`src/rtl/mips_core_pkg.sv`:
```
// mips_core_pkg: types and constants shared by the branch-speculation snapshot logic.
//   snap_state_t   : snapshot_controller sequencing states
//   NUM_REGS       : architectural register count (r0 hard-wired, never tracked)
//   REG_ADDR_WIDTH : register address width
package mips_core_pkg;

   localparam int unsigned NUM_REGS       = 32;
   localparam int unsigned REG_ADDR_WIDTH = 5;

   typedef enum logic [2:0] {
      StIdle,
      StCaptWait,
      StArmed,
      StRestore,
      StDone
   } snap_state_t;

endpackage

```
`src/rtl/dirty_first_set.sv`:
```
// dirty_first_set: combinational lowest-set-bit encoder.
//   mask  : input bit vector
//   index : position of the lowest set bit (0 when mask is empty)
//   valid : mask has at least one bit set
module dirty_first_set #(
   parameter int unsigned WIDTH = 32,
   parameter int unsigned IDX_W = 5
) (
   input  logic [WIDTH-1:0] mask,
   output logic [IDX_W-1:0] index,
   output logic             valid
);

   always_comb begin
      index = '0;
      // Scan downwards so the lowest set bit is the last one to win.
      for (int i = WIDTH - 1; i >= 0; i--) begin
         if (mask[i]) begin
            index = IDX_W'(i);
         end
      end
   end

   assign valid = |mask;

endmodule

```
`src/rtl/snapshot_controller.sv`:
```
// snapshot_controller: checkpoint/restore sequencer for branch speculation.
// Captures a register-file checkpoint when a predicted branch issues, and on a
// mispredict replays checkpointed values through the register-file write port,
// one register per cycle, while holding the pipeline stalled.
//
// Build option SNAPSHOT_DIRTY_SKIP_EN: when defined, registers overwritten while
// speculative are tracked and only those are restored; otherwise r1..r31 are
// all rewritten on every rollback.
//
// Ports:
//   clk, rst_n       : clock, asynchronous active-low reset
//   take_req/ready   : checkpoint request / accepted only in idle
//   release_req      : branch resolved correctly, drop checkpoint
//   rollback_req     : mispredict, restore checkpoint (wins over release)
//   wb_valid/addr    : write-back commit seen this cycle
//   snap_capture     : one-cycle pulse, storage samples the register file
//   snap_regs        : checkpointed values from the storage
//   rf_we/waddr/wdata: restore write port into the register file
//   stall            : freeze fetch/issue during capture and restore
//   restore_done     : one-cycle pulse at the end of a restore
`ifndef DATA_WIDTH
`define DATA_WIDTH 32
`endif

module snapshot_controller #(
   parameter int unsigned DATA_WIDTH = `DATA_WIDTH,
   parameter int unsigned NUM_REGS   = 32
) (
   input  logic                                     clk,
   input  logic                                     rst_n,
   input  logic                                     take_req,
   output logic                                     take_ready,
   input  logic                                     release_req,
   input  logic                                     rollback_req,
   input  logic                                     wb_valid,
   input  logic [mips_core_pkg::REG_ADDR_WIDTH-1:0] wb_addr,
   output logic                                     snap_capture,
   input  logic [NUM_REGS-1:0][DATA_WIDTH-1:0]      snap_regs,
   output logic                                     rf_we,
   output logic [mips_core_pkg::REG_ADDR_WIDTH-1:0] rf_waddr,
   output logic [DATA_WIDTH-1:0]                    rf_wdata,
   output logic                                     stall,
   output logic                                     restore_done
);

   import mips_core_pkg::*;

   localparam logic [NUM_REGS-1:0] OneHot0 = {{(NUM_REGS-1){1'b0}}, 1'b1};

   snap_state_t                state_q;
   // Registers still to be restored; while armed it doubles as the dirty set.
   logic [NUM_REGS-1:0]        mask_q;
   logic [NUM_REGS-1:0]        enc_in;
   logic [NUM_REGS-1:0]        first_bit;
   logic [REG_ADDR_WIDTH-1:0]  first_idx;
   logic                       first_valid;

`ifdef SNAPSHOT_DIRTY_SKIP_EN
   logic [NUM_REGS-1:0] wb_bit;

   assign wb_bit = (wb_valid && wb_addr != '0) ? (OneHot0 << wb_addr) : '0;
   // A rollback also sees a write-back committing in the same cycle.
   assign enc_in = (state_q == StArmed) ? (mask_q | wb_bit) : mask_q;
`else
   localparam logic [NUM_REGS-1:0] AllRegs = {{(NUM_REGS-1){1'b1}}, 1'b0};

   logic unused_wb;

   assign unused_wb = ^{wb_valid, wb_addr};
   assign enc_in    = (state_q == StArmed) ? AllRegs : mask_q;
`endif

   dirty_first_set #(
      .WIDTH (NUM_REGS),
      .IDX_W (REG_ADDR_WIDTH)
   ) u_first_set (
      .mask  (enc_in),
      .index (first_idx),
      .valid (first_valid)
   );

   assign first_bit  = OneHot0 << first_idx;
   assign take_ready = (state_q == StIdle);
   assign rf_wdata   = snap_regs[rf_waddr];

   always_ff @(posedge clk or negedge rst_n) begin
      if (!rst_n) begin
         state_q      <= StIdle;
         mask_q       <= '0;
         snap_capture <= 1'b0;
         stall        <= 1'b0;
         rf_we        <= 1'b0;
         rf_waddr     <= '0;
         restore_done <= 1'b0;
      end else begin
         snap_capture <= 1'b0;
         stall        <= 1'b0;
         rf_we        <= 1'b0;
         rf_waddr     <= '0;
         restore_done <= 1'b0;
         unique case (state_q)
            StIdle: begin
               // One idle cycle lets the in-flight write-back land before capture.
               if (take_req) begin
                  state_q      <= StCaptWait;
                  snap_capture <= 1'b1;
                  stall        <= 1'b1;
               end
            end
            StCaptWait: begin
               mask_q  <= '0;
               state_q <= (rollback_req || release_req) ? StIdle : StArmed;
            end
            StArmed: begin
               if (rollback_req) begin
                  stall <= 1'b1;
                  if (first_valid) begin
                     state_q  <= StRestore;
                     rf_we    <= 1'b1;
                     rf_waddr <= first_idx;
                     mask_q   <= enc_in & ~first_bit;
                  end else begin
                     state_q      <= StDone;
                     restore_done <= 1'b1;
                     mask_q       <= '0;
                  end
               end else if (release_req) begin
                  state_q <= StIdle;
                  mask_q  <= '0;
               end else begin
`ifdef SNAPSHOT_DIRTY_SKIP_EN
                  mask_q <= enc_in;
`endif
               end
            end
            StRestore: begin
               stall <= 1'b1;
               if (first_valid) begin
                  rf_we    <= 1'b1;
                  rf_waddr <= first_idx;
                  mask_q   <= mask_q & ~first_bit;
               end else begin
                  state_q      <= StDone;
                  restore_done <= 1'b1;
               end
            end
            StDone: begin
               state_q <= StIdle;
            end
            default: begin
               state_q <= StIdle;
            end
         endcase
      end
   end

   // Write-back must be frozen while the register file is being restored.
   assert property (@(posedge clk) disable iff (!rst_n)
      !(wb_valid && (state_q == StRestore || state_q == StDone)));

endmodule

```
`config.mk`:
```
export PLATFORM = sky130hd
export DESIGN_NAME = snapshot_controller
export DESIGN_NICKNAME = d
export VERILOG_FILES = /design/src/rtl/mips_core_pkg.sv /design/src/rtl/dirty_first_set.sv /design/src/rtl/snapshot_controller.sv
export SDC_FILE = /design/constraint.sdc
export NUM_CORES = 1
export LEC_CHECK = 0
export ABC_AREA = 1
export BUFFER_PORTS_ARGS = -buffer_cell sky130_fd_sc_hd__buf_2
export CAP_MARGIN = 10
export CORE_AREA = 2 2 415 417
export CTS_CLUSTER_SIZE = 12
export DETAILED_ROUTE_END_ITERATION = 10
export DIE_AREA = 0 0 417 419
export PLACE_DENSITY = 0.3
export SLEW_MARGIN = 10
export SYNTH_ARGS = -nofsm -noshare
export SYNTH_HDL_FRONTEND = slang
export SYNTH_HIERARCHICAL = 1
export SYNTH_SLANG_ARGS = --single-unit
```
`constraint.sdc`:
```
create_clock -name clk -period 4.3 [get_ports clk]
set_clock_uncertainty 0.2 [all_clocks]
set_input_delay 0.43 -clock clk [delete_from_list [all_inputs] [get_ports clk]]
set_output_delay 0.43 -clock clk [all_outputs]
set_load 0.03 [all_outputs]
```
== Word level (Yosys, flattened, before mapping) ==
Cells that the tools add are included.

* Bits in writable memories: 0
* ROM bits: 0
* Memories: 0
* Input bits: 1,035
* Bits in latches: 0
* Register bits after elaboration: 44
* Output and inout bits: 42
* Word-level logic and storage cells: 85

* Equal/unequal tests: 7
* Order comparisons: 1
* Shift operators: 1
* Divide/modulo/power cells: 0
* $add $sub $neg: 0
* Multipliers: 0
* Reduce and logical (&&, ||, !) cells: 6
* Bitwise logic cells: 3
* Mux-type cells: 60

{| class="wikitable"
|+ Operator list
! kind !! count
|-
| $mux 32 || 6
|-
| $mux 5 || 34
|-
| $bmux 32 s5 || 1
|-
| $pmux 32 s3 || 1
|-
| $and 32x32->32 || 2
|-
| $not 32->32 || 1
|-
| $reduce_or 32->1 || 1
|-
| $shl 1x5->32 const A || 1
|-
| $mux 3 || 5
|-
| $pmux 3 s4 || 1
|-
| $pmux 5 s2 || 1
|-
| $mux 1 || 7
|-
| $eq 3x2->1 const B || 2
|-
| $lt 5x6->1 const B || 1
|-
| $ne 2x2->1 const B || 3
|-
| $reduce_and 3->1 || 2
|-
| $pmux 1 s2 || 2
|-
| $eq 3x1->1 const B || 1
|-
| $logic_not 3->1 || 1
|-
| $ne 3x3->1 const B || 1
|-
| $pmux 1 s3 || 1
|-
| $reduce_bool 3->1 || 1
|-
| $mux 2 || 1
|-
| $logic_or 1x1->1 || 1
|}

== Depth between registers and ports, before layout ==
Gate-level depths: netlist (run 1).

* Depth in word-level cells: 40
* Gate-level depth with buffers: 42
* Depth with buffers taken out: 41

== Modules after synthesis ==
The synthesis (run 1) kept the hierarchy.

{| class="wikitable"
|+ Modules (own cells, without submodules)
! module !! times used !! area an instance (um2) !! seq. area each (um2) !! cells an instance
|-
| snapshot_controller || 1 || 13,116.3 || 1,101.1 || 2,706
|-
| dirty_first_set || 1 || 470.5 || 0.0 || 107
|}

== Worst setup path before layout (run 1) ==
Ideal clock, no wire load.

* Path type: flip-flop to flip-flop
* Start point: register state_q[2]
* End point: register mask_q[13]
* Setup slack: 870 ps
* Buffers on the path: 1
* Setup time: 133 ps
* Arrival: 3,098 ps
* Cell stages (with the launch flop): 43
* Period minus slack after synthesis: 3,430 ps
* Data required time: 3,967 ps
* Path through: dfrtp_1 -> inv_2 -> nand2_1 -> nor2_1 -> inv_1 -> clkbuf_1 -> nand2_1 -> inv_1 -> nand2_1 -> nand2_1 -> nand2_1 -> nand2_1 -> nand2_1 -> nand2_1 -> nand2_1 -> nand2_1 -> nand2_1 -> nand2_1 -> (+7 left out) -> nand2_1 -> nand2_1 -> nand2_1 -> nand2_1 -> nand2_1 -> nand2_1 -> nand2_1 -> nand2_1 -> nand2_1 -> nand2_1 -> nand2_1 -> nand2_1 -> a21oi_2 -> inv_1 -> nor2_1 -> nand4_1 -> a21oi_1 -> a21oi_1

* Elaborated cells on any way between the ends: 49
* Classes of those cells: eq/ne: 5; shift: 1; mux: 37; bitwise: 3; reduce/logical: 3

{| class="wikitable"
|+ RTL lines
! item !! RTL line !! RTL
|-
| start: declaration || snapshot_controller.sv:50 || <nowiki>snap_state_t state_q;</nowiki>
|-
| start signal: assignment || snapshot_controller.sv:88 || <nowiki>state_q <= StIdle;</nowiki>
|-
| start signal: assignment || snapshot_controller.sv:105 || <nowiki>state_q <= StCaptWait;</nowiki>
|-
| start signal: assignment || snapshot_controller.sv:112 || <nowiki>state_q <= (rollback_req || release_req) ? StIdle : StArmed;</nowiki>
|-
| $eq 3x2->1 (*) || snapshot_controller.sv:70 || <nowiki>assign enc_in = (state_q == StArmed) ? AllRegs : mask_q;</nowiki>
|-
| $mux 32 (*) || snapshot_controller.sv:70 ||
|-
| named net enc_in[30] || snapshot_controller.sv:53 || <nowiki>logic [NUM_REGS-1:0] enc_in;</nowiki>
|-
| $mux 5 (*) (31 in a row) || dirty_first_set.sv:18 || <nowiki>if (mask[i]) begin</nowiki>
|-
| named net first_idx[0] || snapshot_controller.sv:55 || <nowiki>logic [REG_ADDR_WIDTH-1:0] first_idx;</nowiki>
|-
| $shl 1x5->32 (*) || snapshot_controller.sv:82 || <nowiki>assign first_bit = OneHot0 << first_idx;</nowiki>
|-
| $not 32->32 (*) || snapshot_controller.sv:121, snapshot_controller.sv:141 ||
|-
| $and 32x32->32 || snapshot_controller.sv:121 || <nowiki>mask_q <= enc_in & ~first_bit;</nowiki>
|-
| $mux 32 || snapshot_controller.sv:117 || <nowiki>if (first_valid) begin</nowiki>
|-
| $mux 32 || snapshot_controller.sv:115 || <nowiki>if (rollback_req) begin</nowiki>
|-
| $pmux 32 s3 (*) || snapshot_controller.sv:101 || <nowiki>unique case (state_q)</nowiki>
|-
| end signal: assignment || snapshot_controller.sv:121 ||
|-
| end signal: assignment || snapshot_controller.sv:141 || <nowiki>mask_q <= mask_q & ~first_bit;</nowiki>
|-
| end: declaration || snapshot_controller.sv:52 || <nowiki>logic [NUM_REGS-1:0] mask_q;</nowiki>
|}

Mark *: on every way through the listed nets, which the timed path passes. The rest lies on a longest branch. The select of a mux whose other input is x is not followed.
A chain may end at the register's enable or synchronous reset.

== Final worst setup path (run 1) ==
* Start point: register state_q[2]
* End point: register mask_q[20]

Same word-level chain as after synthesis.

==> metrics.md, run 1 <==
| Metric | Value |
|---|---|
| Outcome | `completed` |
| CP max-delay cell | `dfrtp_1` |
| Post-Syn Area per Cell | `4.83 sq um` |
| Commonest register cell after synthesis | `dfrtp_1` |
| Tcrit/Tclk final | `87.6%` |
| Largest family of logic cells by synthesized area | `simple AND/OR/NAND/NOR gates` |
| Hold Vio Cnt, Final | `0` |
| Synth Area in XOR/XNOR | `0%` |
| Internal power | `3.79 mW` |
| Comb power frac | `90.1%` |
| Hold WC Path Type | `in -> reg` |
| DR vias/cell | `3.74` |
| Adder-Cell Fraction of Synth Area | `0%` |
| YS warnings | `6` |
| Reg power frac | `6.4%` |
| Layout overhead on the synthesized area | `56.8%` |
| DR vias | `22485` |
| Compound-Gate Fraction of Synth Area | `3.00%` |
| Post-Synth Simple-Gate Area | `73.3%` |
| Initial antenna violation count | `75` |
| Fmax | `266 MHz` |
| Worst Path Class, Setup | `reg -> reg` |
| GRT Overall Usage | `15.9%` |
| CTS tree | `yes` |
| Mapped Area | `0.0136 sq mm` |
| Clk sinks | `44` |
| Detail Route Antenna Nets | `0` |
| Crit-path leading delay family | `simple AND/OR/NAND/NOR gates` |
| CP Depth | `42` |
| Reg2reg path depth | `42` |
| Vias in the first global route | `22079` |
| Startpoint Class | `flip-flop` |
| Iter 0 DRT Violations | `1666` |
| Synth async-reset ratio | `100%` |
| Crit path buffers/inverters | `5` |
| Clk pwr share | `3.5%` |
| Layout cell share with drive strength beyond 1 | `32.1%` |
| Setup bufs post-CTS | `0` |
| Post-synthesis mux area share | `0%` |
| Worst setup EP type | `flip-flop` |
| Final wirelength | `148 mm` |
| Post-route insts no fill | `6016` |
| RSZ-0062 raised after global routing | `false` |
| MaxCap Viol Count | `0` |
| Worst Tran Pin Value | `0.964 ns` |
| I/O pins | `1077` |
| Final instance area | `0.0213 sq mm` |
| Hold buffer count at CTS | `1` |
| Clk Latency, worst-skew pair | `0.30 ns` |
| TritonRoute pass-1 iters | `6` |
| Post-route DRC | `0` |
| Clock period minus final worst setup slack | `3.76 ns` |
| First-pass GRT wire length | `190 mm` |
| CP arrival | `3.74 ns` |
| Seq/Total Area, Yosys | `8.10%` |
| Clock Tree Buf Depth | `2` |
| Gate Count Post-Synth | `2813` |
| Worst hold stages | `3` |
| Pwr per Cell Area | `540 mW/mm^2` |
| Setup TNS | `0 ns` |
| Hold Slack | `0.204 ns` |
| Synthesized Nets | `3848` |
| Nets@finish | `4792` |
| WP data required | `4.27 ns` |
| Maximum VDD drop | `0.288 mV` |
| Final core utilization | `12.5%` |
| Max-slew headroom | `35.7%` |
| Root buffer cell | `clkbuf_16` |
| Worst-path fanout max | `7` |
| Switch share | `67.1%` |
| Post-CTS Resized | `0` |
| Cell mode on critical path | `nand2_1` |
| NetSw | `7.72 mW` |
| Dpl cell area | `0.0211 sq mm` |
| P_leak | `11.3 nW` |
| Setup Viol. Count Final | `0` |
| Slew Limit Fails | `0` |
| Initial Utilization | `7.96%` |
| Dpl hpwl | `126 mm` |
| Pin count of the biggest net entering global routing | `134` |
| PortBufs | `1070` |
| Row Count | `152` |
| Core area | `0.171 sq mm` |
| Clk pin slew, worst setup/hold paths | `0.07 ns` |
| Yosys cell types | `31` |
| Gpl congestion | `0.912` |
| Placed Cells | `5982` |
| Cts bufs inserted | `5` |
| Post-synth EDFFs | `0` |
| Remaining global-route overflow | `0` |
| WL per Instance | `24.5 um` |
| Post-synthesis register bit count | `44` |
| Critical Path Max Stage Delay | `0.40 ns` |
| Die Ht | `419 um` |
| Die width | `417 um` |
| DIE AREA | `0.175 sq mm` |
| H-tree depth | `2` |
state kept, by name, summed over array words and instances, names as in the netlist:
name	count
stall	1
rf_waddr	5
snap_capture	1
state_q	3
mask_q	32
restore_done	1
rf_we	1
cell type report:
| class | count | area (sq um) |
|---|---|---|
| tap | 2233 | 2790 |
| clock inverter | 1 | 7.51 |
| sequential | 44 | 1120 |
| fill | 20673 | 149000 |
| multi-input combinational | 2444 | 10400 |
| timing repair buffer | 1175 | 6430 |
| antenna | 25 | 62.6 |
| clock buffer | 7 | 143 |
| inverter | 87 | 395 |
power by group through the flow:
stage	Sequential, mW	Combinational (mW)	Clock, mW
after floorplan	0.678	5.65	0
after global placement	0.752	10.9	0
after detailed placement	0.754	10.8	0
after CTS	0.747	10.8	0.421
after global routing	0.763	11.5	0.441
final	0.736	10.4	0.408
synthesized netlist by cell type (2+ instances only):
library cell / number / area [sq um]
nand2_1: 1515 / 5690
nand3_1: 781 / 3910
buf_2: 79 / 395
inv_1: 75 / 282
a21oi_1: 66 / 330
buf_6: 56 / 631
dfrtp_1: 44 / 1100
buf_4: 43 / 323
nor2_1: 31 / 116
nand4_1: 26 / 163
buf_1: 24 / 90.1
clkbuf_1: 23 / 86.3
buf_12: 7 / 140
inv_2: 7 / 26.3
nand2_2: 7 / 43.8
buf_8: 6 / 90.1
nor3_1: 5 / 25.0
bufinv_8: 2 / 35.0
clkinv_1: 2 / 7.51
nor4_1: 2 / 12.5
o21ai_0: 2 / 10.0
per-layer routing:
metal | vias to the layer above | share of wire [%] | track usage [%]
met3 | 163 | 6.2 | 2.97
met4 | 34 | 2.5 | 3.54
met2 | 825 | 50 | 28.6
met1 | 10488 | 41 | 19.5
li1 | 10975 | - | -
met5 | - | 0.14 | 0
worst min-delay path, stage by stage:
cell and delay [ns]:
buf_2 0.07, inv_1 0.05, nor2_1 0.09
logic make-up after synthesis:
logic type,Yosys count
and+or+nand+nor,2367
buffers and inverters,325
DFF,44
AOI/OAI and AO/OA,77
path summary, 6_finish.rpt:
check / startpoint / to / slack (ns)
worst max-delay path: state_q[2] / mask_q[20] / 0.54
worst min-delay path: take_req / snap_capture / 0.20
worst max register to register: state_q[2] / mask_q[20] / 0.54
worst min register to register: mask_q[0] / mask_q[0] / 0.31
max in group asynchronous: rst_n / rf_waddr[3] / 2.66
min in group asynchronous: rst_n / stall / 0.45
stage by stage:
stage	power, mW	setup WS [ns]
6_report	11.5	0.535
4_1_cts	12.0	0.476
2_1_floorplan	6.33	0.870
3_3_place_gp	11.6	0.371
5_1_grt	12.7	0.0744
3_5_place_dp	11.5	0.519
placed cells by master (no fill, tap or decap), drive strengths merged:
cell         instances
a311oi               1
a31oi                1
nor2                31
buf               1174
dfrtp               44
nand4               26
inv                 82
a21oi               67
o21bai               1
bufinv               2
o31ai                1
nand3              781
nand2             1522
dlygate4sd3          1
nor4                 2
o21ai                3
diode               25
a211oi               1
nor3                 5
clkbuf               7
clkinvlp             1
a31o                 1
a21boi               1
clkinv               3
Power figures use the tool's default switching activity.
==> inputs of run 2 (changes only) <==
--- a/config.mk
+++ b/config.mk
@@ -13,6 +13,7 @@
 export DETAILED_ROUTE_END_ITERATION = 10
 export DIE_AREA = 0 0 417 419
 export PLACE_DENSITY = 0.3
+export REMOVE_ABC_BUFFERS = 1
 export SLEW_MARGIN = 10
 export SYNTH_ARGS = -nofsm -noshare
 export SYNTH_HDL_FRONTEND = slang
==> metrics.md, run 2 (synthesis gave the netlist of run 1 again) <==
| Metric | Value |
|---|---|
| Hold Slack | `0.0460 ns (-0.158 ns)` |
| Dpl hpwl | `105 mm (-17%)` |
| Hold buffer count at CTS | `0 (-1)` |
| Startpoint Class | `flip-flop` |
| NetSw | `6.60 mW (-15%)` |
| Fmax | `265 MHz (-0.33%)` |
| Initial Utilization | `7.96% (unchanged)` |
| Most common cell after layout, fill and taps aside | `nand2_1` |
| Clock period minus final worst setup slack | `3.78 ns (+0.0125 ns)` |
| CTS tree | `yes` |
| P_leak | `11.3 nW (-0.47%)` |
| Root buffer cell | `clkbuf_16` |
| Clock Tree Buf Depth | `2 (unchanged)` |
| Cell mode on critical path | `nand2_1` |
| Remaining global-route overflow | `0 (unchanged)` |
| Pwr per Cell Area | `490 mW/mm^2 (-9.3%)` |
| GRT Overall Usage | `13.6% (-2.4 points)` |
| Clk pwr share | `4.5% (+1.0 points)` |
| TritonRoute pass-1 iters | `5 (-1)` |
| Crit-path leading delay family | `simple AND/OR/NAND/NOR gates` |
| Vias in the first global route | `21958 (-0.55%)` |
| Die width | `417 um (unchanged)` |
| Max-slew headroom | `42.0% (+6.3 points)` |
| Worst setup EP type | `flip-flop` |
| Clk pin slew, worst setup/hold paths | `0.08 ns (about the same)` |
| Final instance area | `0.0212 sq mm (-0.55%)` |
| Worst-path fanout max | `7 (unchanged)` |
| Initial antenna violation count | `64 (-15%)` |
| Post-route insts no fill | `5997 (-0.32%)` |
| Final core utilization | `12.4% (-0.068 points)` |
| I/O pins | `1077 (unchanged)` |
| Final wirelength | `126 mm (-14%)` |
| Iter 0 DRT Violations | `1754 (+5.3%)` |
| Detail Route Antenna Nets | `0 (unchanged)` |
| Max FFs per register | `32 (unchanged)` |
| Commonest cells after routing, fill and taps aside | `nand2_1, buf_2, nand3_1` |
| Outcome | `completed` |
| Setup Viol. Count Final | `0 (unchanged)` |
| Worst Tran Pin Value | `0.870 ns (-0.0940 ns)` |
| Layout overhead on the synthesized area | `56.0%` |
| Comb power frac | `88.6% (-1.5 points)` |
| Crit path buffers/inverters | `6 (+1)` |
| WL per Instance | `21.1 um (-14%)` |
| DIE AREA | `0.175 sq mm (unchanged)` |
| First-pass GRT wire length | `170 mm (-11%)` |
| Dpl cell area | `0.0210 sq mm (-0.55%)` |
| Core area | `0.171 sq mm (unchanged)` |
| Filler cell count | `20726 (+0.26%)` |
| PortBufs | `1070 (unchanged)` |
| Pin count of the biggest net entering global routing | `129 (-3.7%)` |
| DR vias/cell | `3.76 (+0.48%)` |
| DR vias | `22521 (+0.16%)` |
| Hold WC Path Type | `in -> async` |
| MaxCap Viol Count | `0 (unchanged)` |
| Post-route DRC | `0 (unchanged)` |
| CP max-delay cell | `dfrtp_1` |
| Top flop regs | `mask_q x32, rf_waddr x5, state_q x3` |
| CP arrival | `3.75 ns (about the same)` |
| Maximum VDD drop | `0.238 mV (-17%)` |
| Row Count | `152 (unchanged)` |
| Clk sinks | `44 (unchanged)` |
| RSZ-0062 raised after global routing | `false` |
| Clk Latency, worst-skew pair | `0.30 ns (about the same)` |
| Total Power | `10.4 mW (-9.8%)` |
| Slew Limit Fails | `0 (unchanged)` |
| Worst Path Class, Setup | `reg -> reg` |
| Hold Vio Cnt, Final | `0 (unchanged)` |
| Switch share | `63.6% (-3.5 points)` |
| Internal power | `3.77 mW (-0.34%)` |
| Tcrit/Tclk final | `87.8% (+0.29 points)` |
| Die Ht | `419 um (unchanged)` |
| Gpl congestion | `0.894 (-1.9%)` |
| Largest register by flop count | `mask_q` |
| Critical Path Max Stage Delay | `0.40 ns (about the same)` |
| WP data required | `4.27 ns (about the same)` |
| Layout cell share with drive strength beyond 1 | `32.0% (-0.13 points)` |
| Reg power frac | `7.0% (+0.6 points)` |
| Nets@finish | `4779 (-0.27%)` |
| Placed Cells | `5970 (-0.20%)` |
| Cts bufs inserted | `5 (unchanged)` |
| H-tree depth | `2 (unchanged)` |
==> run 2: path summary, 6_finish.rpt <==
path / start / end / slack [ns] / cells past startpoint
worst max-delay path: state_q[2] / mask_q[15] / 0.52 / 38
worst min-delay path: rst_n / rf_waddr[4] / 0.05 / 1
worst max register to register: state_q[2] / mask_q[15] / 0.52 / 38
worst min register to register: mask_q[0] / mask_q[0] / 0.30 / 2
max in group asynchronous: rst_n / rf_waddr[3] / 3.13 / 2
min in group clk: take_req / snap_capture / 0.20 / 3
==> run 2: power by group through the flow <==
stage / Combinational (mW) / Clock, mW / Sequential, mW
finish: 9.19 / 0.465 / 0.723
global route: 10.2 / 0.493 / 0.751
CTS: 9.39 / 0.476 / 0.735
detailed placement: 9.35 / 0 / 0.744
global placement: 9.41 / 0 / 0.741
floorplan: 5.20 / 0 / 1.06
==> run 2: repair_timing <==
| item | in CTS | in global routing |
|---|---|---|
| setup buffers | 0 | 0 |
| setup endpoints to repair | 0 | 6 |
| gates resized for setup | 0 | 1 |
==> run 2: metal layers <==
layer  global-route usage (%)  routed length [um]  part of all wire [%]  vias up
met3                     1.39                5940                   4.7      124
li1                         -                   -                     -    10937
met1                     17.9               55200                    44    10646
met5                        0                 149                  0.12        -
met4                     2.35                2000                   1.6       22
met2                     23.9               63000                    50      792
==> run 2: worst register-to-register path: cells and delay by family (launching register included) <==
family	cells	cell delay (ns)
compound gates	3	0.31
flops	1	0.40
simple gates	29	1.91
buf+inv	6	0.84
==> run 2: final cells by class <==
type | instances | area [sq um] | area share [%]
Multi-Input combinational cell | 2444 | 10400 | 48.9
Timing Repair Buffer | 1162 | 6300 | 29.7
Tap cell | 2233 | 2790 | 13.2
Sequential cell | 44 | 1120 | 5.28
Inverter | 87 | 395 | 1.87
Clock buffer | 5 | 125 | 0.590
Antenna cell | 19 | 47.5 | 0.224
Clock inverter | 3 | 46.3 | 0.218
==> run 2: per-stage QoR <==
stage                     worst slack (ns)  TNS, ns
after detailed placement             0.473        0
after CTS                            0.447        0
final                                0.522        0
after floorplan                      -8.93  -290.59
after global routing                0.0256        0
after global placement               0.335        0
